## config.mk

```make
export PLATFORM = sky130hd
export DESIGN_NAME = ahb_bridge_arbiter
export DESIGN_NICKNAME = d
export VERILOG_FILES = /design/src/rtl/ahb_bridge_arbiter.sv
export SDC_FILE = /design/constraint.sdc
export NUM_CORES = 1
export LEC_CHECK = 0
export BUFFER_PORTS_ARGS = -buffer_cell sky130_fd_sc_hd__buf_2
export CAP_MARGIN = 15
export CORE_AREA = 2 2 137 139
export CTS_BUF_LIST = sky130_fd_sc_hd__clkbuf_4
export DETAILED_ROUTE_END_ITERATION = 6
export DIE_AREA = 0 0 139 141
export PLACE_DENSITY = 0.46
export SETUP_SLACK_MARGIN = 0.15
export SLEW_MARGIN = 20
export SYNTH_ARGS = -nofsm -noshare
export SYNTH_HDL_FRONTEND = slang
export SYNTH_SLANG_ARGS = --single-unit
export TNS_END_PERCENT = 5
```

## constraint.sdc

```tcl
create_clock -name hclk -period 2.55 [get_ports hclk]
set_input_delay 0.51 -clock hclk [delete_from_list [all_inputs] [get_ports hclk]]
set_output_delay 0.51 -clock hclk [all_outputs]
set_load 0.01 [all_outputs]
```

## src/rtl/ahb_bridge_arbiter.sv

```systemverilog
// Round-robin arbiter sharing one AHB-to-peripheral bridge among NUM_MASTERS requesters,
// with per-grant burst limit, address/data muxing, done/error pulses and a stall watchdog.
module ahb_bridge_arbiter #(
  parameter int NUM_MASTERS = 4,
  parameter int ADDR_W      = 32,
  parameter int DATA_W      = 32,
  parameter int MAX_BURST   = 4,
  parameter int TIMEOUT     = 16
) (
  input  logic                            hclk,
  input  logic                            hresetn,
  input  logic [NUM_MASTERS-1:0]          m_hbusreq,
  input  logic [NUM_MASTERS*ADDR_W-1:0]   m_haddr,
  input  logic [NUM_MASTERS-1:0]          m_hwrite,
  input  logic [NUM_MASTERS*DATA_W-1:0]   m_hwdata,
  output logic [NUM_MASTERS-1:0]          m_hgrant,
  output logic [NUM_MASTERS-1:0]          m_done,
  output logic [NUM_MASTERS-1:0]          m_err,
  output logic [$clog2(NUM_MASTERS)-1:0]  hmaster,
  output logic                            s_hsel,
  output logic [ADDR_W-1:0]               s_haddr,
  output logic                            s_hwrite,
  output logic [DATA_W-1:0]               s_hwdata,
  output logic                            s_hready,
  input  logic                            s_hreadyout,
  input  logic                            s_hresp
);

  localparam int MW = $clog2(NUM_MASTERS);

  typedef enum logic [1:0] {IDLE, GRANT, XFER, REL} state_t;

  state_t                 state_q, state_d;
  logic [NUM_MASTERS-1:0] grant_q, grant_d;
  logic [NUM_MASTERS-1:0] done_q, done_d;
  logic [NUM_MASTERS-1:0] err_q, err_d;
  logic [MW-1:0]          hmaster_q, hmaster_d;
  logic [MW-1:0]          rr_q, rr_d;
  logic [3:0]             count_q, count_d;
  logic [7:0]             timer_q, timer_d;

  logic [MW-1:0]          win_idx;
  logic                   win_found;
  int unsigned            cand;
  logic                   burst_more;

  // First requester strictly after the last-served master, wrapping around.
  always_comb begin
    win_found = 1'b0;
    win_idx   = '0;
    cand      = 0;
    for (int unsigned i = 1; i <= NUM_MASTERS; i++) begin
      cand = (32'(rr_q) + i) % NUM_MASTERS;
      if (!win_found && m_hbusreq[MW'(cand)]) begin
        win_found = 1'b1;
        win_idx   = MW'(cand);
      end
    end
  end

  assign burst_more = m_hbusreq[hmaster_q] &&
                      (({1'b0, count_q} + 5'd1) < 5'(MAX_BURST));

  always_comb begin
    state_d   = state_q;
    grant_d   = grant_q;
    hmaster_d = hmaster_q;
    rr_d      = rr_q;
    count_d   = count_q;
    timer_d   = timer_q;
    done_d    = '0;
    err_d     = '0;
    unique case (state_q)
      IDLE: begin
        if (win_found) begin
          state_d   = GRANT;
          hmaster_d = win_idx;
          grant_d   = NUM_MASTERS'(1) << win_idx;
        end
      end
      GRANT: begin
        count_d = '0;
        timer_d = '0;
        state_d = XFER;
      end
      XFER: begin
        if (s_hresp) begin
          err_d[hmaster_q] = 1'b1;
          state_d          = REL;
        end else if (s_hreadyout) begin
          done_d[hmaster_q] = 1'b1;
          count_d           = count_q + 4'd1;
          timer_d           = '0;
          if (!burst_more) state_d = REL;
        end else if (timer_q == 8'(TIMEOUT - 1)) begin
          err_d[hmaster_q] = 1'b1;
          state_d          = REL;
        end else begin
          timer_d = timer_q + 8'd1;
        end
      end
      REL: begin
        // Grant is held through the turnaround cycle and drops on entry to IDLE.
        grant_d = '0;
        rr_d    = hmaster_q;
        state_d = IDLE;
      end
      default: state_d = IDLE;
    endcase
  end

  always_ff @(posedge hclk or negedge hresetn) begin
    if (!hresetn) begin
      state_q   <= IDLE;
      grant_q   <= '0;
      done_q    <= '0;
      err_q     <= '0;
      hmaster_q <= '0;
      rr_q      <= MW'(NUM_MASTERS - 1);
      count_q   <= '0;
      timer_q   <= '0;
    end else begin
      state_q   <= state_d;
      grant_q   <= grant_d;
      done_q    <= done_d;
      err_q     <= err_d;
      hmaster_q <= hmaster_d;
      rr_q      <= rr_d;
      count_q   <= count_d;
      timer_q   <= timer_d;
    end
  end

  always_comb begin
    s_hsel   = (state_q == XFER);
    s_hready = s_hsel;
    s_haddr  = '0;
    s_hwrite = 1'b0;
    s_hwdata = '0;
    if (s_hsel) begin
      s_haddr  = m_haddr[int'(hmaster_q) * ADDR_W +: ADDR_W];
      s_hwrite = m_hwrite[hmaster_q];
      s_hwdata = m_hwdata[int'(hmaster_q) * DATA_W +: DATA_W];
    end
  end

  assign m_hgrant = grant_q;
  assign m_done   = done_q;
  assign m_err    = err_q;
  assign hmaster  = hmaster_q;

endmodule

```

==> results of run 1 <==
power groups by stage:
| stage | registers, µW | clock network [µW] | logic [µW] |
|---|---|---|---|
| after floorplan | 677 | 0 | 2520 |
| after global placement | 798 | 0 | 3920 |
| after detailed placement | 804 | 0 | 3950 |
| after CTS | 710 | 292 | 4220 |
| after global routing | 739 | 315 | 4800 |
| final | 722 | 281 | 4480 |
worst register-to-register path: cells and delay by family, from the launching register on:
family,cells,cell delay (ps)
buffers and inverters,3,450
multiplexers,2,680
AO/OA/AOI/OAI,1,350
flip-flops,1,510
routing by layer:
metal	track usage [%]	vias up
met5	0	-
met4	1.81	2
met3	2.75	15
met2	27.0	196
met1	23.9	2141
li1	-	1932
stage by stage:
step                      utilization (%)  cell area (µm²)  setup slack [ps]  total power (µW)  instances
after global routing                 32.5             5940              57.9              5860        908
after floorplan                         -             3550               450              3200        323
after global placement               30.9             5650               183              4720        891
after detailed placement             30.9             5650               194              4760        891
final                                32.5             5940               103              5480        908
after CTS                            31.6             5780              55.2              5220        905
flip-flops by register name, summed over array words and instances (netlist names):
| name | flops |
|---|---|
| timer_q | 8 |
| m_err | 4 |
| count_q | 4 |
| state_q | 2 |
| rr_q | 2 |
| m_done | 4 |
| hmaster | 2 |
| m_hgrant | 4 |
cells in the final DEF (no fill, tap or decap), types with 4 or more instances in the layout:
cell type,instances
buf_2,346
mux4_2,66
and2_1,43
dfrtp_1,26
and2_4,22
nand2_1,21
o21ai_1,16
nor2_1,15
nand2b_1,11
a21oi_1,9
buf_4,9
inv_1,8
o21ai_0,8
buf_12,8
clkbuf_4,6
ha_1,5
nor3_1,4
and3_1,4
buf_6,4
cells by family (layout without fill, tap and decap cells):
logic type | count (synthesis) | in the layout
and+or+nand+nor | 130 | 130
muxes | 71 | 71
AOI/OAI and AO/OA | 49 | 49
buffers and inverters | 37 | 388
DFF | 30 | 30
adders and majority gates | 6 | 6
what timing repair did:
action,CTS,global route
endpoints found under the setup margin,65,65
resized for setup,9,29
gates cloned,0,3
pin swaps,0,7
hold buffers,0,0
endpoints found under the hold margin,0,0
setup buffers,6,0
area by class of cell:
| type | instances | area [µm²] |
|---|---|---|
| fillers | 1972 | 12300 |
| multi-input cells | 256 | 2700 |
| repair buffers | 371 | 2090 |
| flip-flops and latches | 30 | 761 |
| well taps | 234 | 293 |
| clock buffers | 6 | 45.0 |
| inverters | 9 | 33.8 |
| clock inverters | 2 | 8.76 |
worst paths after layout:
path                       cells after the start           end        from
setup / recovery                               5  s_hwdata[31]  hmaster[0]
hold / removal                                 1   m_hgrant[0]     hresetn
setup reg to reg                               6    state_q[1]  hmaster[0]
hold reg to reg                                1    timer_q[0]  timer_q[0]
max in group asynchronous                      1    hmaster[0]     hresetn
min in group hclk                              1    timer_q[0]  timer_q[0]
==> metrics.csv, run 1 <==
metric,value,unit
CP Capture Type,output port,
Peak VDD IR,0.392,mV
synth cell count leaders,"mux4_2 (66), and2_1 (65), dfrtp_1 (28)",
crit path cell chain,buf_12 -> clkbuf_16 -> mux4_2 -> and2_4 -> buf_2,
Layout area overhead,67.1,%
Routed WL per cell,19.8,µm
"count leader, synth",mux4_2,
Crit Path Class,reg2out,
Final Cycle Share,96.0,%
# setup viols final,0,
Clock Power Share,5.1,%
worst path bufs/invs,3,
Die Ht,141,µm
main combinational cell family by area after synthesis,multiplexers,
routed wire length,18000,µm
DIE AREA,19600,µm²
max-slew violations,0,
simple-gate share of the synthesized area,20.4,%
Switching Share,43.8,%
initial antenna violation count,2,
CTS tree,built,
largest cells by area after synthesis,"mux4_2 (42%), dfrtp_1 (20%), and2_1 (11%)",
H-tree levels,2,
XOR/XNOR Fraction of Synth Area,0,%
site row count,50,
Async SR Flop Fraction,100,%
"Clk Latency, worst-skew pair",330,ps
Main synth FF type,dfrtp_1,
worst hold slack,220,ps
Die W,139,µm
share of cells above drive strength 1,70.5,%
total number of vias,4286,
post-synthesis adder-cell area fraction,2.11,%
cell family with most CP delay,flip-flops,
global-route wire length before repair,25600,µm
Tmin final,2450,ps
CTS buffer count,5,
register-to-register setup slack,440,ps
Core Footprint,18300,µm²
Top Metal Used,met5,
Starting Density,19.5,%
syn avg cell area,11.0,µm²
CP peak stage delay,510,ps
clock slew at reported path FFs,100,ps
worst-case clock buffer depth,2,
detailed placer's ending HPWL,15100,µm
worst min path class,in2async,
area share of the largest cell type after synthesis,41.8,%
CTS sink cnt,30,
Synth area leader,mux4_2,
Fin. Hold Viols,0,
met3 WL post-DR,1320,µm
startpoint types,register,
Vias per Instance,4.72,
largest net degree at the start of global routing,37,
Slew headroom,53.0,%
DRT iter0 DRCs,195,
DRC Markers,0,
CP required,2040,ps
PortBufs,348,
synth unique cells,40,
Final Wtd Congestion,0.970,
WL met1,7940,µm
Max Freq,409,MHz
internal power,3080,µW
"EDFF count, synth",0,
vias in the first global route,4281,
measured slew at the worst slew-check pin,705,ps
Clk Tree Root Cell,clkbuf_4,
Sequential Power Share,13.2,%
I/O pin count,349,
Worst EP arrival,1940,ps
Clock Skew,6.15,ps
Setup TNS,0,ps
"Cell Area, Synth",3550,µm²
RSZ-0062 raised after global routing,yes,
Inserted Diodes,0,
Synth Area in Compound Gates,8.38,%
Yosys reg bits,30,
met2 routed WL,8610,µm
peak fanout along the critical path,6,
drt pass-1 iters,4,
post-synthesis mux area share,43.3,%
status,"complete, no violations",
"Seq/Total Area, Yosys",21.2,%
Crit-path slowest cell,dfrtp_4,
warning count from the yosys run,0,
ANT nets after route,0,
max cap viols,0,
post-synthesis cell count,323,
Total GRT Usage,16.5,%
PwrDens,923,nW/µm²
Static Leak,0.00301,µW
sw power,2400,µW
combinational share of power,81.7,%
Nets,947,
Synthesized Nets,597,
aggregate global routing overflow,0,
No activity file was read; power rests on OpenSTA's default activity.
==> run 2: changes to the inputs <==
- REMOVE_ABC_BUFFERS: unset -> 1
==> run 2 against run 1 <==
Count of clock-buffer cells in the layout unchanged; first-iteration DRC count increased by 6.2%; sequential share of layout area decreased by 0.90 points; wire length increased by 17%; combinational power increased by 18%; global-route usage increased by 3.0 points; utilization increased by 2.5 points; via count increased by 1.4%; setup slack got worse by 77 ps; total power increased by 14%; sequential power decreased by 4.8%; largest cell class unchanged.
==> metrics.csv, run 2 (same netlist as run 1, synthesis figures left out) <==
metric,value,unit
status,"complete, no violations",
Slew headroom,52.8,%
startpoint types,register,
met2 Use GR,30.2,%
Crit-path slowest cell,dfrtp_4,
Peak VDD IR,0.482,mV
total power,6260,µW
PortBufs,348,
Max Freq,396,MHz
Tmin final,2520,ps
Die W,139,µm
CP peak stage delay,530,ps
most frequent cells in the layout,"buf_2 (298), mux4_2 (66), buf_6 (54), and2_4 (53), dfrtp_1 (26)",
vias in the first global route,4316,
PwrDens,980,nW/µm²
Total GRT Usage,19.5,%
Final Wtd Congestion,1.07,
Fin. Hold Viols,0,
fin cells,911,
Final Cycle Share,99.0,%
met1 Track Usage GR,27.8,%
peak fanout along the critical path,7,
detailed placer's ending HPWL,17300,µm
routed wire length,21100,µm
site row count,50,
routing usage on met3,6.49,%
"most common cell after layout, fill and taps aside",buf_2,
Static Leak,0.00314,µW
CTS buffer count,5,
initial antenna violation count,3,
CP Capture Type,output port,
"Clk Latency, worst-skew pair",330,ps
Die Ht,141,µm
largest net degree at the start of global routing,46,
crit path cell chain,buf_6 -> buf_12 -> clkbuf_16 -> mux4_2 -> and2_1 -> buf_2,
DRT iter0 DRCs,207,
# setup viols final,0,
placed inst area,5600,µm²
aggregate global routing overflow,0,
busiest grt layer,met2,
Worst EP arrival,2010,ps
Routed WL per cell,23.2,µm
DIE AREA,19600,µm²
RSZ-0062 raised after global routing,yes,
max-slew violations,0,
H-tree levels,2,
worst min path class,in2async,
Core Footprint,18300,µm²
CP required,2040,ps
Clk Tree Root Cell,clkbuf_4,
global-route wire length before repair,28500,µm
CTS sink cnt,30,
ANT nets after route,0,
share of cells above drive strength 1,75.1,%
I/O pin count,349,
drt pass-1 iters,4,
Vias per Instance,4.77,
CTS tree,built,
Layout area overhead,79.8,%
max FFs per register,8,
measured slew at the worst slew-check pin,708,ps
worst-case clock buffer depth,2,
total number of vias,4348,
DRC Markers,0,
most flop-heavy register,timer_q,
Nets,948,
Final Cell Area,6390,µm²
Crit Path Class,reg2out,
clock slew at reported path FFs,100,ps
Starting Density,19.5,%
Cells after DPL,886,
utilization after layout,35.0,%
worst hold slack,221,ps
Clock Skew,9.42,ps
max cap viols,0,
==> run 2: cell count changes in the layout (fill, tap and decap cells not counted), sizes merged <==
cell / previous run / this run
diode: 0 / 2
buf: 368 / 366
clkbuf: 9 / 12
==> run 2: final cells by class <==
class | instances | area [µm²]
fill | 1922 | 11900
multi-input combinational | 256 | 2770
timing repair buffer | 372 | 2470
sequential | 30 | 761
tap | 234 | 293
clock buffer | 6 | 45.0
inverter | 9 | 33.8
clock inverter | 2 | 8.76
antenna | 2 | 5.00
==> run 2: path summary, 6_finish.rpt <==
check | slack (ps) | cells after the start | startpoint | end
worst max-delay path | 30 | 6 | hmaster[0] | s_haddr[4]
worst min-delay path | 220 | 1 | hresetn | timer_q[0]
worst max register to register | 450 | 6 | hmaster[0] | state_q[1]
worst min register to register | 510 | 1 | timer_q[0] | timer_q[0]
max in group asynchronous | 1810 | 1 | hresetn | hmaster[1]
min in group hclk | 510 | 1 | timer_q[0] | timer_q[0]
==> run 2: power breakdown <==
group          total [µW]  internal, µW  leakage [µW]  switching, µW
clock                 283           114     0.0000331            169
sequential            687           596      0.000399           91.5
combinational        5290          2960       0.00271           2330
==> run 2: repair_timing <==
item	4_1_cts	5_1_grt
hold buffers	0	0
cloned	0	7
setup endpoints to repair	58	65
buffers inserted	0	8
pin swaps	0	4
gates resized for setup	1	131
==> run 2: worst max-delay path, delay by kind of cell (launching register included) <==
| family | cells | cell delay, ps |
|---|---|---|
| simple gates | 1 | 170 |
| buf+inv | 4 | 560 |
| flops | 1 | 530 |
| mux | 1 | 420 |
==> run 2: layer usage <==
metal / part of all wire [%] / wire (µm)
met1: 43 / 9170
met2: 45 / 9580
met3: 11 / 2280
met4: 0.31 / 65
met5: 0.047 / 10
==> run 2: per-stage QoR <==
stage,setup TNS [ps],worst slack [ps]
global route,-185,-33.6
detailed placement,0,389
floorplan,-111890,-1580
global placement,0,410
CTS,0,24.5
finish,0,25.9
==> run 3: changes to the inputs <==
- clock period: 2.55 -> 3.1 ns (I/O delays scaled with it)
==> run 3 against run 2 <==
Clock skew is 4.8 ps higher; sequential power shrank 8.6%; critical endpoint is now s_haddr[12]; clock power down 18%; combinational power shrank 37%; wire length decreased by 5.0%; setup slack better by 400 ps; highest routed layer is now met4; critical path type unchanged; non-clock buffer count down 7.
==> metrics.csv, run 3 (same netlist as run 1, synthesis figures left out) <==
metric,value,unit
largest net degree at the start of global routing,34,
Clock Skew,14.2,ps
peak fanout along the critical path,17,
H-tree levels,2,
routed wire length,20100,µm
"Clk Latency, worst-skew pair",330,ps
max FFs per register,8,
Vias per Instance,4.72,
max-slew violations,0,
Max Freq,373,MHz
drt pass-1 iters,4,
RSZ-0062 raised after global routing,no,
CP Capture Type,output port,
ANT nets after route,0,
share of cells above drive strength 1,66.9,%
CTS tree,built,
CTS sink cnt,30,
PortBufs,348,
status,"complete, no violations",
aggregate global routing overflow,0,
Setup TNS,0,ps
DRC Markers,0,
initial antenna violation count,6,
worst-case clock buffer depth,2,
# setup viols final,0,
worst min path class,in2async,
total power,4170,µW
Static Leak,0.00290,µW
startpoint types,register,
measured slew at the worst slew-check pin,688,ps
Routed WL per cell,22.0,µm
utilization after layout,31.4,%
Layout area overhead,61.3,%
Die Ht,141,µm
most flop-heavy register,timer_q,
worst hold slack,314,ps
Total GRT Usage,19.6,%
Clk Tree Root Cell,clkbuf_4,
Starting Density,19.5,%
Crit Path Class,reg2out,
total number of vias,4298,
global-route wire length before repair,28700,µm
Slew headroom,54.1,%
"most common cell after layout, fill and taps aside",buf_2,
CTS buffer count,5,
most frequent cells in the layout,"buf_2 (348), mux4_2 (66), and2_1 (65), dfrtp_1 (26), nand2_1 (21)",
DIE AREA,19600,µm²
CP required,2480,ps
max cap viols,0,
Tmin final,2680,ps
clock slew at reported path FFs,100,ps
Core Footprint,18300,µm²
Worst EP arrival,2060,ps
Peak VDD IR,0.318,mV
Final Cycle Share,86.4,%
vias in the first global route,4446,
Fin. Hold Viols,0,
site row count,50,
detailed placer's ending HPWL,17200,µm
Nets,941,
I/O pin count,349,
PwrDens,727,nW/µm²
Final Wtd Congestion,1.00,
DRT iter0 DRCs,194,
Die W,139,µm
-- run 3: cell types whose count changed in the layout (fill, tap and decap cells not counted), sizes merged --
cell / delta
clkbuf: -6
diode: +7
buf: -1
-- run 3: worst paths after layout --
kind | start | end | slack, ps | cells past startpoint
setup / recovery | hmaster[0] | s_haddr[12] | 420 | 4
hold / removal | hresetn | timer_q[0] | 310 | 1
setup reg to reg | state_q[0] | timer_q[1] | 890 | 7
hold reg to reg | timer_q[0] | timer_q[0] | 510 | 1
max in group asynchronous | hresetn | hmaster[1] | 2250 | 1
min in group hclk | timer_q[0] | timer_q[0] | 510 | 1
-- run 3: worst max-delay path: stages, from the launching register on --
cell	delay, ps
dfrtp_4	560
buf_12	220
mux4_2	610
and2_1	200
buf_2	140
-- run 3: per-stage QoR --
stage          worst slack [ps]  instances  cell area, µm²
2_1_floorplan             -1140        295            3420
3_3_place_gp                618        886            5590
3_5_place_dp                584        886            5590
4_1_cts                     212        894            5640
5_1_grt                     321        904            5710
6_report                    421        911            5730
-- run 3: routing by layer --
metal	part of all wire (%)	up-vias	global-route usage, %	routed length [µm]
met5	0	-	0	0
met4	0.76	0	2.98	153
met3	11	12	6.76	2180
met2	45	239	29.7	9050
met1	43	2113	27.7	8680
li1	-	1934	-	-
-- run 3: power breakdown --
part / switching, µW / internal (µW)
Sequential: 138 / 490
Clock: 138 / 93.8
Combinational: 1670 / 1640
-- run 3: timing repair --
action | 4_1_cts | 5_1_grt
hold buffers | 0 | 0
setup buffers | 0 | 8
gates resized for setup | 0 | 1
hold endpoints to repair | 0 | 0
endpoints found under the setup margin | 0 | 2
-- run 3: final cells by class --
cell class,count,area [µm²]
Timing Repair Buffer,365,1920
Antenna cell,9,22.5
Fill cell,1998,12500
Clock inverter,2,8.76
Tap cell,234,293
Sequential cell,30,761
Multi-Input combinational cell,256,2650
Clock buffer,6,45.0
Inverter,9,33.8
